**config.mk**
```make
export PLATFORM = sky130hd
export DESIGN_NAME = mem_dram_access
export DESIGN_NICKNAME = d
export VERILOG_FILES = /design/src/rtl/mem_dram_access_pkg.sv /design/src/rtl/mem_dram_access_load_align.sv /design/src/rtl/mem_dram_access.sv
export SDC_FILE = /design/constraint.sdc
export NUM_CORES = 1
export LEC_CHECK = 0
export BUFFER_PORTS_ARGS = -buffer_cell sky130_fd_sc_hd__buf_2
export CAP_MARGIN = 20
export CORE_MARGIN = 2
export CORE_UTILIZATION = 51
export CTS_CLUSTER_SIZE = 40
export DETAILED_ROUTE_END_ITERATION = 10
export PLACE_DENSITY = 0.81
export RECOVER_POWER = 50
export SLEW_MARGIN = 5
export SYNTH_ARGS = -nofsm -noshare
export SYNTH_HDL_FRONTEND = slang
export SYNTH_HIERARCHICAL = 1
export SYNTH_SLANG_ARGS = --single-unit
export TNS_END_PERCENT = 100
```
**constraint.sdc**
```tcl
create_clock -name clk -period 2.2 [get_ports clk]
set_input_delay 0.22 -clock clk [delete_from_list [all_inputs] [get_ports clk]]
set_output_delay 0.22 -clock clk [all_outputs]
set_load 0.02 [all_outputs]
```
**src/rtl/mem_dram_access_pkg.sv**
```systemverilog
// Shared definitions for the MEM-stage data-memory access engine:
// access size encodings, FSM state encoding and the load-extend helper.
package mem_dram_access_pkg;

    localparam logic [1:0] SZ_B = 2'd0;
    localparam logic [1:0] SZ_H = 2'd1;
    localparam logic [1:0] SZ_W = 2'd2;

    typedef enum logic [2:0] {
        ST_IDLE,
        ST_REQ,
        ST_WAIT,
        ST_DONE,
        ST_CANCEL
    } state_t;

    // Extend an already right-aligned load value according to its size.
    // The signed flag wins if both flags are set; size 3 behaves as word.
    function automatic logic [31:0] load_extend(
        input logic [31:0] v,
        input logic [1:0]  size,
        input logic        sext
    );
        logic [31:0] res;
        res = v;
        case (size)
            SZ_B:    res = {{24{sext & v[7]}},  v[7:0]};
            SZ_H:    res = {{16{sext & v[15]}}, v[15:0]};
            default: res = v;
        endcase
        return res;
    endfunction

endpackage

```
**src/rtl/mem_dram_access_load_align.sv**
```systemverilog
// Combinational load alignment and extension of a raw SRAM read word.
module mem_load_align
    import mem_dram_access_pkg::*;
(
    input  logic [31:0] i_rdata,
    input  logic [1:0]  i_addr_lo,
    input  logic [1:0]  i_size,
    input  logic        i_sext,
    input  logic        i_zext,
    output logic [31:0] o_result
);

    logic [7:0]  w_byte;
    logic [31:0] w_aligned;

    // Select the addressed lane and extend it; without an extension mode
    // the raw word is returned.
    always_comb begin
        case (i_addr_lo)
            2'd0:    w_byte = i_rdata[7:0];
            2'd1:    w_byte = i_rdata[15:8];
            2'd2:    w_byte = i_rdata[23:16];
            default: w_byte = i_rdata[31:24];
        endcase
        case (i_size)
            SZ_B:    w_aligned = {24'h0, w_byte};
            SZ_H:    w_aligned = i_addr_lo[1] ? {16'h0, i_rdata[31:16]} : {16'h0, i_rdata[15:0]};
            default: w_aligned = i_rdata;
        endcase
        if (i_sext | i_zext) begin
            o_result = load_extend(w_aligned, i_size, i_sext);
        end else begin
            o_result = i_rdata;
        end
    end

endmodule

```
**src/rtl/mem_dram_access.sv**
```systemverilog
// MEM-stage data-memory access engine: issues SRAM-like requests, waits for
// responses, buffers load data while WB stalls and drains responses that
// were orphaned by a writeback flush.
module mem_dram_access
    import mem_dram_access_pkg::*;
(
    input  logic        clk,
    input  logic        rst,
    input  logic        mem_valid,
    input  logic        mem_dram_re,
    input  logic        mem_dram_we,
    input  logic [31:0] mem_dram_waddr,
    input  logic [31:0] mem_dram_wdata,
    input  logic [1:0]  mem_rdram_num,
    input  logic [1:0]  mem_wdram_num,
    input  logic        mem_rdram_need_signed_extend,
    input  logic        mem_rdram_need_zero_extend,
    input  logic        mem_ex,
    input  logic        wb_ex,
    input  logic        wb_is_ertn,
    input  logic        wb_allowin,
    output logic        data_sram_req,
    output logic        data_sram_wr,
    output logic [1:0]  data_sram_size,
    output logic [3:0]  data_sram_wstrb,
    output logic [31:0] data_sram_addr,
    output logic [31:0] data_sram_wdata,
    input  logic        data_sram_addr_ok,
    input  logic        data_sram_data_ok,
    input  logic [31:0] data_sram_rdata,
    output logic        mem_ready_go,
    output logic [31:0] mem_load_result
);

    state_t      r_state;
    logic        r_cancel_pending;
    logic [31:0] r_result_buf;

    // Request fields captured at issue time
    logic        r_wr;
    logic [1:0]  r_size;
    logic [3:0]  r_wstrb;
    logic [31:0] r_addr;
    logic [31:0] r_wdata;
    logic [1:0]  r_rd_num;
    logic        r_sext;
    logic        r_zext;

    logic        w_flush;
    logic        w_acc;
    logic        w_live_wr;
    logic [1:0]  w_live_size;
    logic [3:0]  w_live_wstrb;
    logic [31:0] w_live_wdata;
    logic [31:0] w_align_result;
    logic [31:0] w_load_data;

    assign w_flush = wb_ex | wb_is_ertn;
    assign w_acc   = mem_valid & (mem_dram_re | mem_dram_we) & ~mem_ex & ~w_flush;

    // Encode the request straight from the MEM register fields.
    always_comb begin
        w_live_wr    = mem_dram_we;
        w_live_size  = mem_dram_we ? mem_wdram_num : mem_rdram_num;
        w_live_wstrb = '0;
        w_live_wdata = mem_dram_wdata;
        if (mem_dram_we) begin
            case (mem_wdram_num)
                SZ_B: begin
                    w_live_wstrb = 4'b0001 << mem_dram_waddr[1:0];
                    w_live_wdata = {4{mem_dram_wdata[7:0]}};
                end
                SZ_H: begin
                    w_live_wstrb = 4'b0011 << {mem_dram_waddr[1], 1'b0};
                    w_live_wdata = {2{mem_dram_wdata[15:0]}};
                end
                default: begin
                    w_live_wstrb = 4'b1111;
                    w_live_wdata = mem_dram_wdata;
                end
            endcase
        end
    end

    mem_load_align u_align (
        .i_rdata   (data_sram_rdata),
        .i_addr_lo (r_addr[1:0]),
        .i_size    (r_rd_num),
        .i_sext    (r_sext),
        .i_zext    (r_zext),
        .o_result  (w_align_result)
    );

    assign w_load_data = r_wr ? '0 : w_align_result;

    // Drive request and pipeline-handshake outputs from the current state.
    // While stalled in REQ the captured fields are presented so the request
    // stays stable even if the MEM register is flushed underneath it.
    always_comb begin
        data_sram_req   = 1'b0;
        mem_ready_go    = 1'b0;
        mem_load_result = '0;
        data_sram_wr    = w_live_wr;
        data_sram_size  = w_live_size;
        data_sram_wstrb = w_live_wstrb;
        data_sram_addr  = mem_dram_waddr;
        data_sram_wdata = w_live_wdata;
        case (r_state)
            ST_IDLE: begin
                data_sram_req = w_acc;
                mem_ready_go  = ~w_acc;
            end
            ST_REQ: begin
                data_sram_req   = 1'b1;
                data_sram_wr    = r_wr;
                data_sram_size  = r_size;
                data_sram_wstrb = r_wstrb;
                data_sram_addr  = r_addr;
                data_sram_wdata = r_wdata;
            end
            ST_WAIT: begin
                mem_ready_go = data_sram_data_ok;
                if (data_sram_data_ok) begin
                    mem_load_result = w_load_data;
                end
            end
            ST_DONE: begin
                mem_ready_go    = 1'b1;
                mem_load_result = r_result_buf;
            end
            default: ;
        endcase
    end

    // Access FSM: issue, wait for acceptance, wait for response, buffer
    // while WB stalls, and discard responses belonging to flushed accesses.
    always_ff @(posedge clk) begin
        if (rst) begin
            r_state          <= ST_IDLE;
            r_cancel_pending <= 1'b0;
            r_result_buf     <= '0;
            r_wr             <= 1'b0;
            r_size           <= '0;
            r_wstrb          <= '0;
            r_addr           <= '0;
            r_wdata          <= '0;
            r_rd_num         <= '0;
            r_sext           <= 1'b0;
            r_zext           <= 1'b0;
        end else begin
            case (r_state)
                ST_IDLE: begin
                    r_cancel_pending <= 1'b0;
                    if (w_acc) begin
                        r_wr     <= w_live_wr;
                        r_size   <= w_live_size;
                        r_wstrb  <= w_live_wstrb;
                        r_addr   <= mem_dram_waddr;
                        r_wdata  <= w_live_wdata;
                        r_rd_num <= mem_rdram_num;
                        r_sext   <= mem_rdram_need_signed_extend;
                        r_zext   <= mem_rdram_need_zero_extend;
                        r_state  <= data_sram_addr_ok ? ST_WAIT : ST_REQ;
                    end
                end
                ST_REQ: begin
                    if (data_sram_addr_ok) begin
                        r_cancel_pending <= 1'b0;
                        if (w_flush | r_cancel_pending) begin
                            r_state <= data_sram_data_ok ? ST_IDLE : ST_CANCEL;
                        end else begin
                            r_state <= ST_WAIT;
                        end
                    end else if (w_flush) begin
                        r_cancel_pending <= 1'b1;
                    end
                end
                ST_WAIT: begin
                    if (data_sram_data_ok) begin
                        if (w_flush | wb_allowin) begin
                            r_state <= ST_IDLE;
                        end else begin
                            r_state      <= ST_DONE;
                            r_result_buf <= w_load_data;
                        end
                    end else if (w_flush) begin
                        r_state <= ST_CANCEL;
                    end
                end
                ST_DONE: begin
                    if (w_flush | wb_allowin) begin
                        r_state <= ST_IDLE;
                    end
                end
                ST_CANCEL: begin
                    if (data_sram_data_ok) begin
                        r_state <= ST_IDLE;
                    end
                end
                default: r_state <= ST_IDLE;
            endcase
        end
    end

endmodule

```
; Yosys cells after proc, flatten, opt, wreduce, memory -nomap -nowiden
; Index checks and enable logic that the tools add are counted.
[word_totals]
ff_bits = 111
in_bits = 113
output_inout_bits = 105
elab_cells = 84
[op_classes]
n_bitwise = 14
shifts = 2
reduce_logical = 9
mux = 34
eq_ne = 14
[op_table]
columns = operator, count
row1 = $pmux 32 s2, 4
row2 = $mux 32, 6
row3 = $mux 3, 8
row4 = $pmux 8 s3, 1
row5 = $mux 16, 1
row6 = $pmux 3 s5, 1
row7 = $mux 2, 4
row8 = $mux 4, 2
row9 = $ne 2x2->1 const B, 4
row10 = $pmux 4 s2, 1
row11 = $eq 2x1->1 const B, 3
row12 = $eq 3x2->1 const B, 2
row13 = $logic_not 2->1, 3
row14 = $ne 3x3->1 const B, 2
row15 = $and 1x1->1, 5
row16 = $or 1x1->1, 5
row17 = $reduce_and 5->1, 1
row18 = $not 1->1, 4
row19 = $pmux 1 s2, 2
row20 = $reduce_and 2->1, 2
row21 = $shl 1x2->4 const A, 1
row22 = $shl 2x2->4 const A, 1
row23 = $eq 3x1->1 const B, 1
row24 = $eq 3x3->1 const B, 1
row25 = other kinds (6), 8

; Longest topological paths before layout
; Gate-level depths: netlist of the first run.
[logic_depth]
depth_word = 9
ltp_mapped = 9
mapped_depth_nobuf = 7

; Cells and area by module
; Netlist of the first run, hierarchy kept.
[modules_own_cells]
columns = mod, n_inst, seq_area_each_um2, cells_per_inst, area_each_um2
row1 = mem_dram_access, 1, 2222.1, 840, 5973.2
row2 = mem_load_align, 1, 0.0, 95, 560.5

; Worst setup path after synthesis of the first run
; Ideal clock, no wire load.
[synth_path]
path_kind = register to output
from = reg r_addr[1]
to = out mem_load_result[11]
slack_ns = 0.173
t_arrival_ns = 1.807
n_path_buf = 1
path_stages_with_launch = 8
t_required_ns = 1.980
cell_sequence = dfxtp_1 -> mux4_2 -> nor4bb_1 -> buf_6 -> a221o_1 -> nor2b_1 -> a22oi_1 -> nor2_1
[synth_via]
elab_chain_cells = 9
elab_cells_between_ends = 12
classes_between = eq/ne (2) / mux (8) / bitwise (1) / reduce/logical (1)
[synth_rtl]
columns = element, line
row1 = start: declaration, mem_dram_access.sv:43  ; logic [31:0] r_addr;
row2 = start signal: assignment, mem_dram_access.sv:158  ; r_addr <= mem_dram_waddr;
row3 = "$eq 2x2->1, or another cell as far along", mem_dram_access_load_align.sv:19  ; case (i_addr_lo)
row4 = $pmux 8 s3, mem_dram_access_load_align.sv:19
row5 = $pmux 32 s2 *, mem_dram_access_load_align.sv:25  ; case (i_size)
row6 = $and 1x1->1, mem_dram_access_pkg.sv:27  ; SZ_B: res = {{24{sext & v[7]}}, v[7:0]};
row7 = $pmux 32 s2 *, mem_dram_access_pkg.sv:26  ; case (size)
row8 = $mux 32 *, mem_dram_access_load_align.sv:30  ; if (i_sext | i_zext) begin
row9 = net w_align_result[11], mem_dram_access.sv:55  ; logic [31:0] w_align_result;
row10 = $mux 32 *, mem_dram_access.sv:94  ; assign w_load_data = r_wr ? '0 : w_align_result;
row11 = $mux 32 *, mem_dram_access.sv:123  ; if (data_sram_data_ok) begin
row12 = $pmux 32 s2 *, mem_dram_access.sv:108  ; case (r_state)
row13 = end: declaration, mem_dram_access.sv:32  ; output logic [31:0] mem_load_result
; The timed path passes the listed nets; every way through them passes the cells marked *.

; Worst setup path after layout of the first run
[layout_path]
from = reg r_addr[1]
to = out mem_load_result[12]
; Same word-level chain as after synthesis.

==> flow_summary.ini, run 1 <==
[outcome]
status = finished with violations
violations = setup timing

[yosys]
synth_cell_types = 48
synth-edff-count = 0
avgSynthCellArea_sq_um = 6.988
synthFlopType = dfxtp_1
yosysTopAreaCellShare = 0.3401
yosys.area.top_type = dfxtp_1
seq_area_frac_synth = 0.3401
ys_ff_latch = 111
synthCells = 935
synth_area_leaders = dfxtp_1 34%, nand2_1 19%, a21oi_1 8.3%, mux2i_1 5.7%, nor2b_1 4.1%
synth_nets = 1048
synthArstFlopShare = 0
yosysWarnings = 6
synth_area_sq_um = 6534

[setup_path]
cp_common_cell = buf_4
crit_buf_inv = 2
critical_path.top_delay_family = multiplexers
path_cells = mux4_2, nor4bb_4, buf_4, a221o_1, nor2b_4, a22oi_2, nor2_1, buf_4
worstSetupEndpointType = primary output
cp.arrival_ns = 2.42
worstPathMaxFanout = 6
required_ns = 1.98
critPathLaunchType = flop
criticalPathCategory = flop to primary output
max_stage_delay_ns = 0.54
crit_slowest_cell = mux4_2

[global_route]
grt_pass1_vias = 6535
overflow = 0
grt_pass1_wl_mm = 32.11
grt_use_total = 0.2967
grt_max_degree = 71
antenna_found_initial = 1

[floorplan]
rows = 41
io_pins = 218
coreArea_sq_um = 12570
start_util = 0.5199
fp.dieH_um = 117.2
die_area_sq_um = 13730
die_w_um = 117.2

[cells_and_area]
final_common_cell = nand2_1
nets = 1237
diodes = 0
layout_common_cells = 330 x nand2_1, 188 x buf_2, 109 x dfxtp_1
drive_gt1_frac = 0.3003
area_growth_pct = 30.20
fill_cells = 1092
instances_no_fill = 1301

[clocking]
cts_num_sinks = 111
numCtsBuffers = 9
tritoncts = built
cts_root_buf = clkbuf_16
htreeDepth = 3
cts.reportedPaths.clkPinSlew_ns = 0.08
cts_buffer_depth = 2
clkLatencyLatePin_ns = 0.37

[timing]
min_period_ns = 2.640
hold_viol = 0
setup_tns_ns = -25.54
rsz0062_at_grt = true
max_freq_ghz = 0.3789
setup_viol = 127
relSlewSlack = 0.4234
worst_slack_ns = -0.4395
min_period_over_period = 1.200
tightest_slew_ns = 0.8650
skew_ns = 0.01079
slew_viol_final = 0

[power_and_ir_drop]
peakVddDrop_v = 0.0005706
leakagePower_nw = 3.654
power_density_nw_per_um2 = 616.4

[placed_design]
numPlacedInstances = 1279
routabilityCongestion = 0.9365
pre_cts_slack_ns = -0.2848
dp_hpwl_mm = 13.85
numPortBuffers = 217

[worst_hold_path]
hold_class = primary input to flop

[job]
maxCapViolations = 0

[detailed_routing]
vias_per_cell = 5.581
vias = 7261
wl_per_cell_um = 16.11
first_pass_iters = 6
drtIter0Drc = 925
wl_mm = 20.95
ant_nets = 0
drc = 0
## worst reg2reg max path: stages (launching register included)
cell and delay (ns):
dfxtp_1 0.43, nor3_2 0.34, and3_1 0.78, buf_4 0.39, nand2_1 0.11, a21oi_1 0.23
## registers in the layout, summed over array words and instances (netlist names)
| name | count |
|---|---|
| r_size | 2 |
| r_result_buf | 32 |
| r_wstrb | 4 |
| r_wdata | 32 |
| r_wr | 1 |
| r_state | 3 |
| r_sext | 1 |
| r_addr | 32 |
| r_rd_num | 2 |
| r_zext | 1 |
| r_cancel_pending | 1 |
## metrics by stage
stage	area, sq um	hold WS [ns]	power (W)	utilization
4_1_cts	8402	0.08657	0.005230	0.6685
6_report	8507	0.09216	0.005244	0.6769
3_5_place_dp	7826	0.4462	0.003469	0.6227
3_3_place_gp	7816	0.4416	0.003455	0.6219
2_1_floorplan	6534	0.3560	0.002981	-
5_1_grt	8507	0.09173	0.005467	0.6769
## synthesized netlist by cell type, drive strengths merged (2+ instances only)
| library cell | number |
|---|---|
| nand2 | 332 |
| dfxtp | 111 |
| a21oi | 109 |
| nor2 | 70 |
| clkbuf | 43 |
| nor2b | 43 |
| buf | 37 |
| mux2i | 37 |
| a22oi | 21 |
| a211oi | 18 |
| mux2 | 18 |
| o21ai | 17 |
| inv | 14 |
| a22o | 12 |
| o22ai | 9 |
| a221o | 8 |
| nand2b | 4 |
| nor3 | 4 |
| and2 | 3 |
| nand3 | 3 |
| nor4b | 2 |
| o21bai | 2 |
## power breakdown
group | total (W) | leakage [nW] | internal [W] | switching [W]
Sequential | 0.00209 | 0.897 | 0.00205 | 0.0000375
Clock | 0.00174 | 0.154 | 0.000934 | 0.000811
Combinational | 0.00141 | 2.60 | 0.000528 | 0.000881
Total | 0.00524 | 3.65 | 0.00351 | 0.00173
## final timing paths
check | depth (start not counted) | to | start | slack, ns
worst min register to register | 2 | r_addr[21]$_SDFFE_PP0P_ | r_addr[21]$_SDFFE_PP0P_ | 0.45
worst max-delay path | 8 | mem_load_result[12] | r_addr[1]$_SDFFE_PP0P_ | -0.44
worst min-delay path | 3 | r_zext$_SDFFE_PP0P_ | mem_rdram_need_zero_extend | 0.09
worst max register to register | 5 | r_addr[0]$_SDFFE_PP0P_ | r_state[0]$_SDFFE_PP0P_ | -0.18
## layout make-up
type | count | area [sq um] | share of cell area
multi-input cells | 730 | 4083 | 0.4799
flip-flops and latches | 111 | 2225 | 0.2615
repair buffers | 258 | 1619 | 0.1903
clock buffers | 10 | 239.0 | 0.02809
well taps | 172 | 215.2 | 0.02530
clock inverters | 6 | 73.82 | 0.008678
inverters | 14 | 52.55 | 0.006177
## cell families after synthesis
| family | Yosys count | share of synthesized area |
|---|---|---|
| DFF | 111 | 0.3401 |
| and+or+nand+nor | 469 | 0.2987 |
| muxes | 56 | 0.09173 |
| AOI/OAI and AO/OA | 205 | 0.2007 |
| buffers and inverters | 94 | 0.06875 |
## metal layers
layer  up-vias  share of wire  track usage
met5         -        0.00062            0
met4         2          0.031       0.1153
met3        67          0.091      0.08599
met2       394           0.47       0.4816
met1      3318           0.41       0.3729
li1       3480              -            -
## what timing repair did
action                     CTS  global route
hold buffers                 0             0
setup buffers                5             0
cloned                       1             0
resized for setup           54            39
hold endpoints to repair     0             0
pin swaps                   26            25
setup endpoints to repair   91            88
(Power assumes the default switching activity.)
==> run 2, diff against run 1 <==
==> constraint.sdc (replaced) <==
create_clock -name clk -period 3 [get_ports clk]
set_input_delay 0.3 -clock clk [delete_from_list [all_inputs] [get_ports clk]]
set_output_delay 0.3 -clock clk [all_outputs]
set_load 0.02 [all_outputs]
==> flow_summary.ini, run 2 (same netlist as run 1, synthesis figures left out) <==
[global_route]
grt_max_degree = 76
overflow = 0
grt_pass1_wl_mm = 29.87
antenna_found_initial = 1
grt_use_total = 0.2741
grt_pass1_vias = 6057

[cells_and_area]
final_core_utilization = 0.6332
area_growth_pct = 21.79
nets = 1218
drive_gt1_frac = 0.2586
layout.area.seq_sq_um = 2222
instances_no_fill = 1283
final_common_cell = nand2_1
layout_common_cells = 332 x nand2_1, 216 x buf_2, 111 x dfxtp_1
reg_top3 = r_addr x32, r_result_buf x32, r_wdata x32
multi_input_area_sq_um = 3867
fill_cells = 1155

[timing]
max_freq_ghz = 0.3508
setup_viol = 0
setup_tns_ns = 0
min_period_over_period = 0.9503
relSlewSlack = 0.3280
holdWs_ns = 0.1771
slew_viol_final = 0
skew_ns = 0.007699
rsz0062_at_grt = false
min_period_ns = 2.851
hold_viol = 0
tightest_slew_ns = 1.008

[detailed_routing]
drtIter0Drc = 741
ant_nets = 0
wl_mm = 19.13
vias = 6989
drc = 0
vias_per_cell = 5.447
wl_per_cell_um = 14.91
first_pass_iters = 5

[setup_path]
startpoint = r_addr[1]$_SDFFE_PP0P_
r2r-end = r_state[0]$_SDFFE_PP0P_
rr_worst_depth = 5
criticalPathCategory = flop to primary output
regToRegSetupSlack_ns = 0.28
cp.arrival_ns = 2.55
worstPathMaxFanout = 6
worstSetupEndpointType = primary output
r2r-start = r_state[1]$_SDFFE_PP0P_
critPathLaunchType = flop
required_ns = 2.70

[worst_hold_path]
whs_endpoint = r_sext$_SDFFE_PP0P_
hp-start = mem_rdram_need_signed_extend
holdPathStages = 3
hold_class = primary input to flop

[clocking]
numCtsBuffers = 9
clkLatencyLatePin_ns = 0.36
htreeDepth = 3
cts_root_buf = clkbuf_16
cts.reportedPaths.clkPinSlew_ns = 0.07
tritoncts = built
cts_setup_buffers = 0
cts_num_sinks = 111
cts_buffer_depth = 2

[outcome]
status = complete, no violations

[power_and_ir_drop]
power_density_nw_per_um2 = 470.4
peakVddDrop_v = 0.0003045
total_power_w = 0.003743
leakagePower_nw = 3.453

[floorplan]
io_pins = 218
start_util = 0.5199
rows = 41
die_area_sq_um = 13730
coreArea_sq_um = 12570
die_w_um = 117.2
fp.dieH_um = 117.2

[placed_design]
routabilityCongestion = 0.8749
dp_hpwl_mm = 13.30
numPlacedInstances = 1266
numPortBuffers = 217

[job]
maxCapViolations = 0
==> run 2: cell types whose count changed in the layout (fill, tap and decap cells not counted), sizes merged <==
cell	delta
clkinvlp	+1
clkbuf	+1
clkdlybuf4s18	+1
diode	+1
clkinv	+2
inv	-4
buf	-20
==> run 2: what timing repair did <==
action	in CTS	in global routing
hold buffers	0	0
endpoints found under the setup margin	0	6
gates resized for setup	0	1
==> run 2: layer usage <==
layer  share of wire  vias to the layer above  GRT usage
li1                -                     3445          -
met1            0.43                     3173     0.3666
met2            0.47                      322     0.4333
met3           0.074                       49    0.04737
met4           0.028                        0     0.1247
met5               0                        -          0
==> run 2: cell type report <==
type | count | area share
clock inverters | 5 | 0.007075
inverters | 14 | 0.006604
diodes | 1 | 0.0003145
multi-input cells | 730 | 0.4860
clock buffers | 11 | 0.03176
repair buffers | 239 | 0.1620
well taps | 172 | 0.02704
flip-flops and latches | 111 | 0.2792
==> run 2: critical path: stages, from the launching register on <==
cell and delay (ns):
dfxtp_1 0.32, mux4_2 0.36, nor4bb_2 0.52, clkdlybuf4s18_2 0.35
a221o_1 0.12, nor2b_1 0.17, a22oi_1 0.09, nor2_1 0.09
buf_2 0.16
==> run 2: power by group <==
| part | total, W | internal, W | switching (W) |
|---|---|---|---|
| Sequential | 0.00153 | 0.00151 | 0.0000261 |
| Combinational | 0.000960 | 0.000348 | 0.000612 |
| Clock | 0.00125 | 0.000693 | 0.000560 |
| Total | 0.00374 | 0.00255 | 0.00120 |
==> run 2: worst max path at each step <==
stage,to,cells after the start
finish,mem_load_result[12],8
global route,r_wstrb[1]$_SDFFE_PP0P_,5
CTS,mem_load_result[12],8
detailed placement,mem_load_result[12],9
global placement,mem_load_result[12],8
floorplan,mem_load_result[11],7
==> run 2: stage by stage <==
| stage | cell area, sq um | worst slack (ns) |
|---|---|---|
| after global placement | 7656 | 0.2384 |
| after CTS | 7975 | 0.03758 |
| final | 7958 | 0.1491 |
| after floorplan | 6534 | 0.8928 |
| after detailed placement | 7666 | 0.4340 |
| after global routing | 7958 | 0.05394 |
==> run 3, diff against run 2 <==
--- a/config.mk
+++ b/config.mk
@@ -8,10 +8,10 @@
 export BUFFER_PORTS_ARGS = -buffer_cell sky130_fd_sc_hd__buf_2
 export CAP_MARGIN = 20
 export CORE_MARGIN = 2
-export CORE_UTILIZATION = 51
+export CORE_UTILIZATION = 46
 export CTS_CLUSTER_SIZE = 40
 export DETAILED_ROUTE_END_ITERATION = 10
-export PLACE_DENSITY = 0.81
+export PLACE_DENSITY = 0.74
 export RECOVER_POWER = 50
 export SLEW_MARGIN = 5
 export SYNTH_ARGS = -nofsm -noshare
==> constraint.sdc (replaced) <==
create_clock -name clk -period 3 [get_ports clk]
set_input_delay 0.15 -clock clk [delete_from_list [all_inputs] [get_ports clk]]
set_output_delay 0.15 -clock clk [all_outputs]
set_load 0.02 [all_outputs]
==> flow_summary.ini, run 3 (same netlist as run 1, synthesis figures left out) <==
[outcome]
status = complete, no violations

[floorplan]
io_pins = 218
coreArea_sq_um = 13880
rows = 43
die_area_sq_um = 15170
die_w_um = 123.2
fp.dieH_um = 123.2
start_util = 0.4707

[setup_path]
worstSetupEndpointType = primary output
crit_buf_inv = 2
crit_slowest_cell = nor4bb_1
path_cells = mux4_2, nor4bb_1, buf_2, a221o_1, nor2b_1, a22oi_1, nor2_1, buf_2
cp_common_cell = buf_2
cp.arrival_ns = 2.64
worstPathMaxFanout = 5
max_stage_delay_ns = 0.69
critPathLaunchType = flop
required_ns = 2.85
critical_path.top_delay_family = simple AND/OR/NAND/NOR gates
criticalPathCategory = flop to primary output

[cells_and_area]
layout_common_cells = 332 x nand2_1, 216 x buf_2, 111 x dfxtp_1
nets = 1221
drive_gt1_frac = 0.2570
final_common_cell = nand2_1
area_growth_pct = 22.39
fin_area_sq_um = 7996
reg_top3 = r_addr x32, r_result_buf x32, r_wdata x32
final_core_utilization = 0.5761

[clocking]
clkLatencyLatePin_ns = 0.36
cts_num_sinks = 111
cts-hold-fix-buffers = 0
cts_root_buf = clkbuf_16
tritoncts = built
postCtsResizedCells = 0
cts_buffer_depth = 2
htreeDepth = 3
cts_setup_buffers = 0
cts.reportedPaths.clkPinSlew_ns = 0.07
numCtsBuffers = 9

[global_route]
overflow = 0
grt_use_total = 0.2552
antenna_found_initial = 1
grt_max_degree = 79
grt_pass1_wl_mm = 30.75
grt_pass1_vias = 6289

[placed_design]
pre_cts_slack_ns = 0.6271
dpl-instance-area_sq_um = 7682
routabilityCongestion = 0.8892
dp_hpwl_mm = 13.72
numPortBuffers = 217

[power_and_ir_drop]
peakVddDrop_v = 0.0004389
leakagePower_nw = 3.484
power_density_nw_per_um2 = 491.0
total_power_w = 0.003926

[timing]
hold_viol = 0
relSlewSlack = 0.2587
worst_slack_ns = 0.2116
setup_viol = 0
max_freq_ghz = 0.3586
setup_tns_ns = 0
tightest_slew_ns = 1.112
slew_viol_final = 0
skew_ns = 0.01183
min_period_ns = 2.788
rsz0062_at_grt = false
min_period_over_period = 0.9295

[detailed_routing]
first_pass_iters = 7
vias_per_cell = 5.379
wl_per_cell_um = 15.04
ant_nets = 0
vias = 6960
drtIter0Drc = 615
drc = 0
wl_mm = 19.46

[job]
maxCapViolations = 0

[worst_hold_path]
hold_class = primary input to flop
run 3: final cells by class:
class                           count  area (sq um)
Antenna cell                        1         2.502
Clock buffer                       12         266.5
Clock inverter                      4         98.84
Fill cell                        1396          5884
Inverter                           14         52.55
Multi-Input combinational cell    730          3836
Sequential cell                   111          2222
Tap cell                          180         225.2
Timing Repair Buffer              242          1292
run 3: per-layer routing:
layer,vias up,routed length [um],track usage
li1,3449,-,-
met1,3240,8371,0.3255
met2,237,9325,0.4203
met3,34,1372,0.06458
met4,0,388,0.08523
met5,-,0,0
run 3: path summary, 6_finish.rpt:
path / start / end / slack (ns) / depth (start not counted)
max: r_addr[1]$_SDFFE_PP0P_ / mem_load_result[12] / 0.21 / 8
min: mem_dram_waddr[8] / r_addr[8]$_SDFFE_PP0P_ / 0.04 / 3
max reg2reg: r_state[2]$_SDFFE_PP0P_ / r_state[1]$_SDFFE_PP0P_ / 0.53 / 4
min reg2reg: r_addr[18]$_SDFFE_PP0P_ / r_addr[18]$_SDFFE_PP0P_ / 0.45 / 2
run 3: report_power, final:
part	switching (W)	leakage, nW	internal, W	total (W)
Sequential	0.0000237	0.896	0.00151	0.00153
Combinational	0.000614	2.41	0.000342	0.000957
Clock	0.000553	0.179	0.000888	0.00144
Total	0.00119	3.48	0.00274	0.00393
run 3: per-stage QoR:
stage	cells	hold WS, ns
after floorplan	935	0.2860
after global placement	1276	0.4043
after detailed placement	1277	0.4070
after CTS	1293	0.02277
after global routing	1294	0.02700
final	1294	0.03753
run 3: worst min-delay path, cell delays in order:
cell and delay, ns:
buf_2 0.10, nand2_1 0.05, a21oi_1 0.05
